## config.mk

```make
export PLATFORM = sky130hd
export DESIGN_NAME = mac4x16_dot_reduce
export DESIGN_NICKNAME = d
export VERILOG_FILES = /design/src/rtl/mac4x16_dot_reduce.sv
export SDC_FILE = /design/constraint.sdc
export NUM_CORES = 1
export LEC_CHECK = 0
export CAP_MARGIN = 20
export CORE_ASPECT_RATIO = 0.5
export CORE_MARGIN = 1
export CORE_UTILIZATION = 58
export CTS_CLUSTER_SIZE = 10
export DETAILED_ROUTE_END_ITERATION = 12
export MAX_ROUTING_LAYER = met4
export PLACE_DENSITY = 0.86
export SLEW_MARGIN = 20
export SYNTH_ARGS = -nofsm -noshare
export SYNTH_HDL_FRONTEND = slang
export SYNTH_SLANG_ARGS = --single-unit
```

## constraint.sdc

```tcl
create_clock -name clk -period 17 [get_ports clk]
set_input_delay 4.25 -clock clk [delete_from_list [all_inputs] [get_ports clk]]
set_output_delay 4.25 -clock clk [all_outputs]
set_load 0.01 [all_outputs]
```

## src/rtl/mac4x16_dot_reduce.sv

```systemverilog
// Dot-product reduction stage: sums unmasked MAC lane results over a group of
// beats terminated by in_last and emits one saturated AW-bit result per group.
module mac4x16_dot_reduce #(
  parameter int LANES = 4,
  parameter int AW    = 32,
  parameter int ACCW  = 40,
  parameter int CNTW  = 16
) (
  input  logic                  clk,
  input  logic                  rst,
  input  logic                  in_valid,
  output logic                  in_ready,
  input  logic [LANES*AW-1:0]   y_vec,
  input  logic [LANES-1:0]      lane_mask,
  input  logic                  op_signed,
  input  logic                  in_last,
  output logic                  out_valid,
  input  logic                  out_ready,
  output logic [AW-1:0]         sum_out,
  output logic                  sat_flag,
  output logic [CNTW-1:0]       beat_count
);

  typedef enum logic {
    S_ACC,
    S_OUT
  } state_t;

  localparam logic [ACCW-1:0] ACC_MAX_S = {1'b0, {(ACCW-1){1'b1}}};
  localparam logic [ACCW-1:0] ACC_MIN_S = {1'b1, {(ACCW-1){1'b0}}};
  localparam logic [AW-1:0]   OUT_MAX_S = {1'b0, {(AW-1){1'b1}}};
  localparam logic [AW-1:0]   OUT_MIN_S = {1'b1, {(AW-1){1'b0}}};

  state_t            state, state_next;
  logic [ACCW-1:0]   acc;
  logic              acc_ovf;
  logic [CNTW-1:0]   cnt;
  logic              grp_signed;

  logic              accept;
  logic              eff_signed;
  logic [ACCW-1:0]   lane_sum;
  logic [ACCW:0]     raw_sum;
  logic              ovf;
  logic [ACCW-1:0]   acc_sum;
  logic [CNTW-1:0]   cnt_inc;
  logic [ACCW-AW:0]  hi_bits;
  logic              clamp_hit;
  logic [AW-1:0]     sum_fin;

  assign out_valid  = (state == S_OUT);
  assign in_ready   = rst & (~out_valid | out_ready);
  assign accept     = in_valid & in_ready;
  // The first beat of a group decides signedness before grp_signed is loaded.
  assign eff_signed = (cnt == '0) ? op_signed : grp_signed;
  assign cnt_inc    = (cnt == '1) ? cnt : cnt + 1'b1;

  always_comb begin
    lane_sum = '0;
    for (int i = 0; i < LANES; i++) begin
      if (lane_mask[i]) begin
        lane_sum = lane_sum +
          {{(ACCW-AW){eff_signed & y_vec[i*AW+AW-1]}}, y_vec[i*AW +: AW]};
      end
    end
  end

  // Accumulator add with overflow clamped toward the direction it ran off.
  always_comb begin
    raw_sum = {1'b0, acc} + {1'b0, lane_sum};
    ovf     = 1'b0;
    acc_sum = raw_sum[ACCW-1:0];
    if (eff_signed) begin
      ovf = (acc[ACCW-1] == lane_sum[ACCW-1]) && (raw_sum[ACCW-1] != acc[ACCW-1]);
      if (ovf) acc_sum = acc[ACCW-1] ? ACC_MIN_S : ACC_MAX_S;
    end else begin
      ovf = raw_sum[ACCW];
      if (ovf) acc_sum = '1;
    end
  end

  always_comb begin
    hi_bits   = acc_sum[ACCW-1:AW-1];
    clamp_hit = 1'b0;
    sum_fin   = acc_sum[AW-1:0];
    if (eff_signed) begin
      clamp_hit = !((hi_bits == '0) || (hi_bits == '1));
      if (clamp_hit) sum_fin = acc_sum[ACCW-1] ? OUT_MIN_S : OUT_MAX_S;
    end else begin
      clamp_hit = |acc_sum[ACCW-1:AW];
      if (clamp_hit) sum_fin = '1;
    end
  end

  always_ff @(posedge clk) begin
    if (!rst) state <= S_ACC;
    else      state <= state_next;
  end

  always_comb begin
    state_next = state;
    if (state == S_OUT && out_ready) state_next = S_ACC;
    if (accept && in_last)           state_next = S_OUT;
  end

  always_ff @(posedge clk) begin
    if (!rst) begin
      acc        <= '0;
      acc_ovf    <= 1'b0;
      cnt        <= '0;
      grp_signed <= 1'b0;
      sum_out    <= '0;
      sat_flag   <= 1'b0;
      beat_count <= '0;
    end else if (accept) begin
      if (cnt == '0) grp_signed <= op_signed;
      if (in_last) begin
        sum_out    <= sum_fin;
        sat_flag   <= clamp_hit | acc_ovf | ovf;
        beat_count <= cnt_inc;
        acc        <= '0;
        acc_ovf    <= 1'b0;
        cnt        <= '0;
      end else begin
        acc        <= acc_sum;
        acc_ovf    <= acc_ovf | ovf;
        cnt        <= cnt_inc;
      end
    end
  end

endmodule

```

After elaboration in Yosys (flattened, before gate mapping) --
Index checks and enable logic that the tools add are counted.
Word-level totals: output and inout bits 51, memories 0, bits in writable memories 0, latch bits 0, bits in registers 108, bits in read-only memories 0
Cells by class: shifts and indexed selects 0, eq/ne operators 4, div/mod/pow operators 0, reduce and logical (&&, ||, !) cells 10, $add $sub $neg 5, magnitude comparators 0, multipliers 0, mux-type cells 21, bitwise logic cells 11
Operators by type and width (count):
- 40-bit 2-to-1 mux | 9
- 32-bit 2-to-1 mux | 4
- 40-bit adder | 3
- 40-bit by 40-bit adder with 41-bit output | 1
- 16-bit 2-to-1 mux | 2
- 16-bit by 1-bit adder with 16-bit output (second input constant) | 1
- 16-bit equality test (second input constant) | 1
- 16-bit logical NOT | 1
- 9-bit equality test (second input constant) | 1
- 9-bit logical NOT | 1
- 8-bit OR reduction | 1
- 1-bit bitwise AND | 6
- 1-bit 2-to-1 mux | 6
- 1-bit OR | 4
- 1-bit logical AND | 3
- 2-bit AND reduction | 1
- 2-bit nonzero test | 1
- 1-bit equality test | 1
- 1-bit logical NOT | 1
- 1-bit logical OR | 1
- 1-bit inequality test | 1
- 1-bit inverter | 1

Depth between registers and ports, before layout --
depth in word-level cells 21, gate-level depth with buffers 53

Worst setup path after synthesis --
No wires, ideal clock.
path type input -> register, start point in lane_mask[0], end point reg sum_out[0], required time 16878 ps, setup time 122 ps, data arrival time 14001 ps, cell stages on the path 49, buffers on the path 5, path slack 2877 ps, path through buf_2 clkbuf_1 clkbuf_1 nand2_1 inv_1 ha_1 a21oi_1 o21ai_1 maj3_1 a2111oi_2 o31ai_1 a21o_1 xor2_1 mux2_2 ha_1 nand4_1 nor2_1 or4b_2 [13 not listed] o31a_1 o21bai_1 o21bai_1 xor2_1 mux2_2 ha_1 clkbuf_1 nand2_1 o21ai_1 a211o_1 or3_1 o211ai_1 o2111ai_1 a2111oi_2 and2_0 clkbuf_2 nor3_2 a221o_1
Between the ends: word-level cells in the longest chain between the ends 16
RTL lines:
- start, declared | RTL line 14 | input logic [LANES-1:0] lane_mask,
- 40-bit 2-to-1 mux (*) | RTL line 61 | if (lane_mask[i]) begin
- 40-bit adder | RTL line 62 | lane_sum = lane_sum +
- 40-bit 2-to-1 mux (*) | RTL line 61
- 40-bit adder | RTL line 62
- 40-bit 2-to-1 mux (*) | RTL line 61
- 40-bit adder | RTL line 62
- 40-bit 2-to-1 mux (*) | RTL line 61
- 40-bit by 40-bit adder with 41-bit output | RTL line 70 | raw_sum = {1'b0, acc} + {1'b0, lane_sum};
- 1-bit inequality test | RTL line 74 | ovf = (acc[ACCW-1] == lane_sum[ACCW-1]) && (raw_sum[ACCW-1] != acc[ACCW-1]);
- 1-bit logical AND | RTL line 74
- 40-bit 2-to-1 mux | RTL line 75 | if (ovf) acc_sum = acc[ACCW-1] ? ACC_MIN_S : ACC_MAX_S;
- 40-bit 2-to-1 mux (*) | RTL line 73 | if (eff_signed) begin
- 9-bit equality test / 9-bit logical NOT (equally long branches) | RTL line 87 | clamp_hit = !((hi_bits == '0) || (hi_bits == '1));
- 1-bit logical OR | RTL line 87
- 32-bit 2-to-1 mux | RTL line 88 | if (clamp_hit) sum_fin = acc_sum[ACCW-1] ? OUT_MIN_S : OUT_MAX_S;
- 32-bit 2-to-1 mux (*) | RTL line 86 | if (eff_signed) begin
- end signal, assigned | RTL line 118 | sum_out <= sum_fin;
- end, declared | RTL line 19 | output logic [AW-1:0] sum_out,
Every way passes the cells marked *; elsewhere a longest branch is shown, timed or not. A chain may end at the register's enable or synchronous reset.

Worst setup path after layout --
start point in lane_mask[0], end point reg sum_out[1]
The elaborated chain is that of the path after synthesis.

==> results.sh <==
export IMPL_outcome="completed"
export IMPL_multi_input_area_mm2=0.0119
export IMPL_antenna_found_initial=1
export IMPL_cp_max_fo=40
export IMPL_synth_edf_count=0
export IMPL_drt_vias_per_instance=6.51
export IMPL_wl_per_cell_um=19.7
export IMPL_final_nets=2436
export IMPL_synth_top_area_cell="dfxtp_1"
export IMPL_slowest_stage="or4b_2"
export IMPL_grt_max_degree=70
export IMPL_globalplace_congestion=1.04
export IMPL_rsz0062_at_grt="false"
export IMPL_clk_pin_slew_ns=0.08
export IMPL_start_util_pct=60.3
export IMPL_maxSlewHeadroom_pct=30.6
export IMPL_drt_pass1_iterations=5
export IMPL_fin_crit_sh_pct=93.5
export IMPL_gr_total_overflow=0
export IMPL_min_path_type="flip-flop to flip-flop"
export IMPL_synth_cell_type_count=94
export IMPL_vdd_drop_max_v=0.0000718
export IMPL_place_hpwl_um=38300
export IMPL_track_usage_pct=37.7
export IMPL_setup_viol=0
export IMPL_ys_seq_area_share_pct=14.6
export IMPL_syn_inst=2034
export IMPL_synth_area_leaders="dfxtp_1 (15%), ha_1 (13%), a21oi_1 (7.6%)"
export IMPL_worstMarginPinSlew_ns=1.04
export IMPL_antenna_left=0
export IMPL_syn_to_final_growth_pct=15.4
export IMPL_required_ns=17.30
export IMPL_post_cts_repair_setup_buffers=0
export IMPL_cts_buffers=9
export IMPL_synthesis_nets=2326
export IMPL_hold_viol=0
export IMPL_clockBufferDepth=2
export IMPL_fillers=2103
export IMPL_power_total_uw=1710
export IMPL_slew_viol_final=0
export IMPL_power_density_mw_per_mm2=100
export IMPL_cts_tree="built"
export IMPL_clkLatencyLatePin_ns=0.37
export IMPL_cap_violations=0
export IMPL_die_w_um=228
export IMPL_crit_arrival_ns=16.21
export IMPL_grt_pass1_wl_um=77500
export IMPL_grt_pass1_vias=14571
export IMPL_cts_htree_levels=3
export IMPL_row_count=40
export IMPL_synth_async_reset_ratio_pct=0
export IMPL_core_area_mm2=0.0245
export IMPL_num_io_pins=189
export IMPL_skew_ns=0.0200
export IMPL_die_y_um=115
export IMPL_drive_above_1_share_pct=5.40
export IMPL_fmax_mhz=62.9
export IMPL_cpPeakStageDelay_ns=0.67
export IMPL_clkSinkCount=108
export IMPL_synth_top_area_share_pct=14.6
export IMPL_syn_area_per_cell_um2=7.27
export IMPL_via_count=16181
export IMPL_setup_worst_path_end_class="flip-flop"
export IMPL_final_cell_mix="a21oi_1 (226), clkdlybuf4s50_1 (186), nand2_1 (173)"
export IMPL_synth_seq_cells=108
export IMPL_io_buffer_count=188
export IMPL_drt_wl_total_um=49000
export IMPL_path_class="input pin to flip-flop"
export IMPL_ys_flop_type="dfxtp_1"
export IMPL_cts_hold_buf=0
export IMPL_root_buffer="clkbuf_16"
export IMPL_fin_crit_ns=15.90
export IMPL_leakage_uw=0.00726
export IMPL_netlist_area_mm2=0.0148
export IMPL_dieArea_mm2=0.0262
export IMPL_drtIter0Drc=1959
export IMPL_yosys_warnings=0
export IMPL_final_common_cell="a21oi_1"
export IMPL_tns_ns=0
export IMPL_post_route_drc_count=0
export IMPL_worstSetupStartpointType="input pin"
export IMPL_ff_latch_area_mm2=0.00216
export IMPL_cts_resized_gates=0
through the flow:
step                      hold slack, ns  cells  worst slack [ns]  cell area (um^2)  utilization, %
after CTS                          0.466   2485              1.42             17100            69.6
after global routing               0.497   2486             0.463             17100            69.6
after detailed placement           0.452   2469              1.10             16800            68.4
final                              0.469   2486              1.10             17100            69.6
after floorplan                    0.436   2034              2.88             14800               -
after global placement             0.436   2469              1.23             16800            68.4
cell families after synthesis:
| kind of cell | count (synthesis) | synth area share (%) |
|---|---|---|
| AO/OA/AOI/OAI | 756 | 33.5 |
| AND/OR/NAND/NOR | 623 | 20.4 |
| buffers and inverters | 184 | 4.88 |
| adder cells (fa/ha/maj) | 157 | 13.4 |
| XOR/XNOR | 143 | 8.47 |
| flip-flops | 108 | 14.6 |
| multiplexers | 63 | 4.68 |
path summary, 6_finish.rpt:
path	from	to	slack, ns	cells past startpoint
max	lane_mask[0]	sum_out[1]	1.10	46
min	acc_ovf	acc_ovf	0.47	1
max reg2reg	cnt[0]	sum_out[1]	7.34	38
min reg2reg	acc_ovf	acc_ovf	0.47	1
area by class of cell:
class / instances / area share, %
clock buffer: 10 / 1.34
timing repair buffer: 200 / 11.5
sequential: 108 / 12.7
tap: 336 / 2.46
antenna: 1 / 0.0147
inverter: 83 / 1.82
multi-input combinational: 1742 / 69.8
clock inverter: 6 / 0.447
sequential cells by signal (all words and copies together), names as in the netlist:
| register | cells |
|---|---|
| acc | 40 |
| sum_out | 32 |
| beat_count | 16 |
| cnt | 16 |
| acc_ovf | 1 |
| grp_signed | 1 |
| out_valid | 1 |
| sat_flag | 1 |
synthesized netlist by cell type, types with 26 or more instances:
master / count
dfxtp_1: 108
nand2_1: 174
a21o_1: 72
nor3_1: 26
nor2_1: 169
mux2_2: 46
o21ai_0: 158
and2_1: 37
xnor2_1: 80
inv_1: 80
xor2_1: 63
nand3_1: 54
nand4_1: 31
o21a_1: 39
ha_1: 150
a21oi_1: 226
clkbuf_1: 81
metal layers:
layer	part of all wire, %	vias to the layer above	GRT usage [%]
met5	0	-	-
met2	43	818	58.3
met4	1.6	0	7.87
met1	45	7543	51.8
met3	10	63	5.78
li1	-	7757	-
critical path: cells and delay by family:
| family | cells | cell delay (ns) |
|---|---|---|
| AND/OR/NAND/NOR | 11 | 2.77 |
| adder cells (fa/ha/maj) | 6 | 2.35 |
| buffers and inverters | 2 | 0.64 |
| AO/OA/AOI/OAI | 21 | 5.07 |
| XOR/XNOR | 3 | 0.41 |
| multiplexers | 3 | 0.70 |
power breakdown:
group          leakage [uW]  switching [uW]  internal [uW]
clock network      0.000150             107            118
registers          0.000879            16.4            273
logic               0.00623             722            474
total               0.00726             846            865
(Power assumes the default switching activity.)
